--- src/rtl/stream_match_pkg.sv ---
// Shared definitions for the serial capture-and-compare controller:
// sizes, FSM state encoding, the prestored key bank and small helpers.
package stream_match_pkg;

    localparam int DATA_W   = 128;
    localparam int NUM_KEYS = 4;
    localparam int IDX_W    = 2;
    // One extra bit so the counter can sit at DATA_W+1 to mark overflow.
    localparam int CNT_W    = $clog2(DATA_W) + 1;

    typedef enum logic [1:0] {
        ST_IDLE,
        ST_SHIFT,
        ST_COMPARE,
        ST_DONE
    } state_t;

    localparam logic [DATA_W-1:0] KEY0 = 128'h0123456789ABCDEF_FEDCBA9876543210;
    localparam logic [DATA_W-1:0] KEY1 = {DATA_W{1'b1}};
    localparam logic [DATA_W-1:0] KEY2 = {16{8'hA5}};
    localparam logic [DATA_W-1:0] KEY3 = 128'h1;

    // Key bank lookup; indices beyond the bank fall back to the last key.
    function automatic logic [DATA_W-1:0] key_const(input logic [IDX_W-1:0] idx);
        case (idx)
            2'd0:    return KEY0;
            2'd1:    return KEY1;
            2'd2:    return KEY2;
            default: return KEY3;
        endcase
    endfunction

    // Bit counter increment that parks at DATA_W+1 instead of wrapping.
    function automatic logic [CNT_W-1:0] cnt_sat_inc(input logic [CNT_W-1:0] c);
        return (c == CNT_W'(DATA_W + 1)) ? c : c + CNT_W'(1);
    endfunction

endpackage

--- src/rtl/stream_match_ctrl_if.sv ---
// Stream-side bundle of the capture-and-compare controller: serial input
// framing plus the result/status outputs.
interface stream_match_ctrl_if
    import stream_match_pkg::*;
();
    logic              bit_valid;
    logic              bit_in;
    logic              end_of_sequence;
    logic              busy;
    logic              done;
    logic              match;
    logic [IDX_W-1:0]  match_idx;
    logic              frame_err;
    logic [DATA_W-1:0] data_out;

    // Front end side: drives the serial frame, observes the result.
    modport master (
        output bit_valid, bit_in, end_of_sequence,
        input  busy, done, match, match_idx, frame_err, data_out
    );

    // Controller side.
    modport slave (
        input  bit_valid, bit_in, end_of_sequence,
        output busy, done, match, match_idx, frame_err, data_out
    );
endinterface

--- src/rtl/serial_shift_capture.sv ---
// MSB-first shift register with a saturating bit counter. The next-state
// values are exported so the controller can judge a frame whose last bit
// arrives together with the terminator.
module serial_shift_capture
    import stream_match_pkg::*;
(
    input  logic              clk,
    input  logic              rst,
    input  logic              shift_en,
    input  logic              clr,
    input  logic              bit_in,
    output logic [DATA_W-1:0] shreg,
    output logic [DATA_W-1:0] shreg_next,
    output logic [CNT_W-1:0]  count_next
);
    logic [DATA_W-1:0] shreg_reg;
    logic [CNT_W-1:0]  count_reg;

    // Next shift/count value: clear wins, otherwise shift in one bit.
    always_comb begin
        shreg_next = shreg_reg;
        count_next = count_reg;
        if (clr) begin
            shreg_next = '0;
            count_next = '0;
        end else if (shift_en) begin
            shreg_next = {shreg_reg[DATA_W-2:0], bit_in};
            count_next = cnt_sat_inc(count_reg);
        end
    end

    // Capture register and counter state.
    always_ff @(posedge clk or posedge rst) begin
        if (rst) begin
            shreg_reg <= '0;
            count_reg <= '0;
        end else begin
            shreg_reg <= shreg_next;
            count_reg <= count_next;
        end
    end

    assign shreg = shreg_reg;

endmodule

--- src/rtl/stream_match_ctrl.sv ---
// Sequencing controller: captures a serial frame, checks its length, then
// walks the key bank one entry per cycle and reports the first hit.
module stream_match_ctrl
    import stream_match_pkg::*;
(
    input  logic                clk,
    input  logic                rst,
    stream_match_ctrl_if.slave  bus
);
    state_t            state_reg, state_next;
    logic [IDX_W-1:0]  key_idx_reg, key_idx_next;
    logic              match_reg, match_next;
    logic [IDX_W-1:0]  match_idx_reg, match_idx_next;
    logic [DATA_W-1:0] data_out_reg, data_out_next;
    logic              err_reg, err_next;

    logic              accepting;
    logic              shift_en;
    logic              clr;
    logic [DATA_W-1:0] shreg;
    logic [DATA_W-1:0] shreg_next;
    logic [CNT_W-1:0]  count_next;

    // Framing inputs are only honoured while not busy.
    assign accepting = (state_reg == ST_IDLE) || (state_reg == ST_SHIFT);
    assign shift_en  = accepting && bus.bit_valid;
    assign clr       = (state_reg == ST_DONE);

    serial_shift_capture u_capture (
        .clk        (clk),
        .rst        (rst),
        .shift_en   (shift_en),
        .clr        (clr),
        .bit_in     (bus.bit_in),
        .shreg      (shreg),
        .shreg_next (shreg_next),
        .count_next (count_next)
    );

    // Next-state and result logic for the capture/compare sequence.
    always_comb begin
        state_next     = state_reg;
        key_idx_next   = key_idx_reg;
        match_next     = match_reg;
        match_idx_next = match_idx_reg;
        data_out_next  = data_out_reg;
        err_next       = err_reg;
        case (state_reg)
            ST_IDLE, ST_SHIFT: begin
                if (bus.bit_valid) begin
                    state_next = ST_SHIFT;
                    if (state_reg == ST_IDLE) begin
                        // First bit of a new frame drops the previous result.
                        match_next     = 1'b0;
                        match_idx_next = '0;
                        data_out_next  = '0;
                    end
                end
                if (bus.end_of_sequence) begin
                    // count_next already includes a coinciding final bit.
                    if (count_next == CNT_W'(DATA_W)) begin
                        state_next    = ST_COMPARE;
                        key_idx_next  = '0;
                        data_out_next = shreg_next;
                    end else begin
                        state_next     = ST_DONE;
                        err_next       = 1'b1;
                        match_next     = 1'b0;
                        match_idx_next = '0;
                    end
                end
            end
            ST_COMPARE: begin
                // Capture register is frozen here, so it equals data_out.
                if (shreg == key_const(key_idx_reg)) begin
                    match_next     = 1'b1;
                    match_idx_next = key_idx_reg;
                    state_next     = ST_DONE;
                end else if (key_idx_reg == IDX_W'(NUM_KEYS - 1)) begin
                    match_next     = 1'b0;
                    match_idx_next = '0;
                    state_next     = ST_DONE;
                end else begin
                    key_idx_next = key_idx_reg + IDX_W'(1);
                end
            end
            ST_DONE: begin
                err_next   = 1'b0;
                state_next = ST_IDLE;
            end
            default: state_next = ST_IDLE;
        endcase
    end

    // Controller state and held results.
    always_ff @(posedge clk or posedge rst) begin
        if (rst) begin
            state_reg     <= ST_IDLE;
            key_idx_reg   <= '0;
            match_reg     <= 1'b0;
            match_idx_reg <= '0;
            data_out_reg  <= '0;
            err_reg       <= 1'b0;
        end else begin
            state_reg     <= state_next;
            key_idx_reg   <= key_idx_next;
            match_reg     <= match_next;
            match_idx_reg <= match_idx_next;
            data_out_reg  <= data_out_next;
            err_reg       <= err_next;
        end
    end

    assign bus.busy      = (state_reg == ST_COMPARE) || (state_reg == ST_DONE);
    assign bus.done      = (state_reg == ST_DONE);
    assign bus.frame_err = (state_reg == ST_DONE) && err_reg;
    assign bus.match     = match_reg;
    assign bus.match_idx = match_idx_reg;
    assign bus.data_out  = data_out_reg;

endmodule

--- src/flat_wrapper.sv ---
// flat-port wrapper written by rule: the top's interface ports become plain ports
module stream_match_ctrl_flat import stream_match_pkg::*;
  (clk, rst, bus_bit_valid, bus_bit_in, bus_end_of_sequence, bus_busy, bus_done, bus_match, bus_match_idx, bus_frame_err, bus_data_out);
  stream_match_ctrl_if bus_i ();
  input  logic clk;
  input  logic rst;
  input wire logic [$bits(bus_i.bit_valid)-1:0] bus_bit_valid;
  input wire logic [$bits(bus_i.bit_in)-1:0] bus_bit_in;
  input wire logic [$bits(bus_i.end_of_sequence)-1:0] bus_end_of_sequence;
  output wire logic [$bits(bus_i.busy)-1:0] bus_busy;
  output wire logic [$bits(bus_i.done)-1:0] bus_done;
  output wire logic [$bits(bus_i.match)-1:0] bus_match;
  output wire logic [$bits(bus_i.match_idx)-1:0] bus_match_idx;
  output wire logic [$bits(bus_i.frame_err)-1:0] bus_frame_err;
  output wire logic [$bits(bus_i.data_out)-1:0] bus_data_out;
  assign bus_i.bit_valid = bus_bit_valid;
  assign bus_i.bit_in = bus_bit_in;
  assign bus_i.end_of_sequence = bus_end_of_sequence;
  assign bus_busy = bus_i.busy;
  assign bus_done = bus_i.done;
  assign bus_match = bus_i.match;
  assign bus_match_idx = bus_i.match_idx;
  assign bus_frame_err = bus_i.frame_err;
  assign bus_data_out = bus_i.data_out;
  stream_match_ctrl u_core (.clk(clk), .rst(rst), .bus(bus_i));
endmodule
--- config.mk ---
export PLATFORM = sky130hd
export DESIGN_NAME = stream_match_ctrl_flat
export DESIGN_NICKNAME = d
export VERILOG_FILES = /design/src/rtl/stream_match_pkg.sv /design/src/rtl/stream_match_ctrl_if.sv /design/src/rtl/serial_shift_capture.sv /design/src/rtl/stream_match_ctrl.sv /design/src/flat_wrapper.sv
export SDC_FILE = /design/constraint.sdc
export NUM_CORES = 1
export LEC_CHECK = 0
export CAP_MARGIN = 5
export CORE_AREA = 2 2 177 179
export DETAILED_ROUTE_END_ITERATION = 8
export DIE_AREA = 0 0 179 181
export GPL_TIMING_DRIVEN = 0
export SYNTH_ARGS = -nofsm -noshare
export SYNTH_HDL_FRONTEND = slang
export SYNTH_SLANG_ARGS = --single-unit
export TNS_END_PERCENT = 20
--- constraint.sdc ---
create_clock -name clk -period 8.53 [get_ports clk]
set_clock_uncertainty 0.05 [all_clocks]
set_input_delay 1.706 -clock clk [delete_from_list [all_inputs] [get_ports clk]]
set_output_delay 1.706 -clock clk [all_outputs]
set_load 0.005 [all_outputs]
==> run metrics <==
status=completed; Max IR drop VDD=~0.00012 V; Syn. warnings=0; dpl cells=approximately 1.6k; Critical-path top delay cell=clkdlybuf4s50_1; sequential area share after synthesis=0.597; crit path time final=roughly 4.5 ns; routed vias=between 9k and 10k; share of the synthesized area in the top cell type=0.597; WHS=between 0.4 and 0.5 ns; Initial Util=0.375; Yosys reg bits=about 270; # IOs=~140; Sw Ratio=0.302; fmax=about 220 MHz; largest net degree at the start of global routing=43; GR Overflow Total=0; first-pass GRT wire length=a little over 50000 um; delay of the slowest critical-path stage=about 0.60 ns; Syn Nets=between 1k and 1.5k; Synth cell types=59; Net Sw Power=950 uW; Pleak=between 6 and 7 nW; RePlAce Congestion=between 0.8 and 0.9; fin area=~14000 um^2; post-synthesis async set-or-reset flop share=1.00; Worst EP required=approximately 6.8 ns; dpl hpwl=~23000 um; DRT iter0 DRCs=between 600 and 700; Die ar.=approximately 32000 um^2; post-layout instance count excluding filler cells=between 1.5k and 2k; CTS root buffer=clkbuf_16; drc violations=0; pre-CTS WS=approximately 3.8 ns; Comb power frac=0.173; Sink Count=272; RSZ-0062 raised after global routing=no; CTS tree=built; top cells by count, synth=nand2_1 (276), dfrtp_1 (272), a21oi_1 (135); Clock Power Share=0.399; CP Data Arrival Time=around 2.8 ns; CP Cell Sequence=clkbuf_1 > nand2_1 > clkinv_1 > buf_1 > clkdlybuf4s50_1; gr usage total=0.201; share of cells above drive strength 1=0.0758; WS Path Type=reg -> out; TritonCTS buffer count=27; initial antenna violation count=0; Post-synth EDFFs=0; vias in the first global route=~9k; power share of the sequential group=0.428; Die W=roughly 180 um; Cell Int Power=between 2 and 2.5 mW; # diodes=0; post-CTS sizing=0; Cell Area, Synth=approximately 11000 um^2; fin. max-slew vios=0; htree depth=1; worst slew margin relative to its limit=0.411; Routed WL=~32000 um; Cells after Synth=around 1.1k; Clk Latency, worst-skew pair=between 0.5 and 0.6 ns; core footprint=slightly above 30000 um^2; placed inst area=13400 um^2; dominant cells by area after synthesis=dfrtp_1 (60%), a22o_1 (9.8%), nand2_1 (9.1%); path type of the worst min-delay path=reg -> reg; fin worst setup slack=~4 ns; nets=roughly 1.3k; total power=approximately 3.1 mW; Worst-Margin Slew=between 0.8 and 0.9 ns; CP endpoint kind=output port; Die Y=181 um; vias per cell=5.38; Row Count=64; pwr dens=approximately 220 nW/um^2; Final Setup Violations=0; count leader, synth=nand2_1; routed wire length per instance=roughly 19 um; Hold Fails Final Rpt=0; CP Launch Type=flip-flop; Avg Cell Area, Syn=10.5 um^2; final setup TNS=0 ns; IO Port Bufs=138; Area Overhead vs Synth=25.9%; # Post-CTS Setup Buffers=0; Reg clk slew, reported paths=~0.07 ns; DR pass1 iterations=5; Final Core Density=0.473; post-synth top area cell=dfrtp_1; Hold-fix buffers, CTS=0; worst-path fanout max=10; Post-DRT Antenna Nets=0; Tcrit/Tclk final=0.533; Max Cap Violations=0; ys flop type=dfrtp_1; maximum clock insertion buffer count=3
## critical path: cells and delay by family, from the launching register on
kind | cells | cell delay (ns)
DFF | 1 | 0.41
and+or+nand+nor | 1 | 0.22
buffers and inverters | 4 | 1.62
## power by group through the flow
stage / Combinational (mW) / Clock (mW) / Sequential (mW)
after detailed placement: 0.547 / 0 / 1.37
after global placement: 0.534 / 0 / 1.37
final: 0.545 / 1.26 / 1.35
after global routing: 0.604 / 1.33 / 1.35
after CTS: 0.549 / 1.27 / 1.34
after floorplan: 0.363 / 0 / 1.36
## cells by family after synthesis
group           after synthesis  share of synthesized area
compound gates              306                      0.188
xor+xnor                      5                    0.00384
flops                       272                      0.597
buf+inv                      91                     0.0408
mux                           6                    0.00527
fa+ha+maj                     7                    0.00769
simple gates                398                      0.158
## routing by layer
layer	wire (um)	track usage	part of all wire
met1	14800	0.301	0.46
met3	2070	0.0311	0.064
met2	14400	0.303	0.45
met5	0	0	0
met4	855	0.0517	0.027
## cell usage in the layout, fill, tap and decap left out, drive strengths merged, types with 6 or more instances in the layout
cell           count
nand2            276
mux2i              6
and4               6
clkdlybuf4s50    138
a22o             128
or4               12
nor4              15
a21oi            136
nand4             18
inv               13
nand3              6
dfrtp            272
nor3              19
ha                 7
clkinv            10
o21ai              7
buf               43
a31oi              6
nor2              21
clkbuf            74
## worst paths after layout
kind	from	to	slack [ns]	cells past startpoint
setup / recovery	u_core.state_reg[1]	bus_done	3.99	5
hold / removal	u_core.err_reg	u_core.err_reg	0.42	2
setup reg to reg	u_core.key_idx_reg[0]	u_core.bus.match	5.07	9
hold reg to reg	u_core.err_reg	u_core.err_reg	0.42	2
max in group asynchronous	rst	u_core.u_capture.shreg[109]	5.65	5
min in group asynchronous	rst	u_core.bus.data_out[86]	1.61	2
## cell type report
class	count	area, um^2
inverters	14	56.3
clock inverters	16	196
multi-input cells	722	4120
clock buffers	33	738
repair buffers	145	1520
fillers	2813	16000
flip-flops and latches	272	6810
well taps	396	495
plain buffers	77	413
Power figures use the tool's default switching activity.
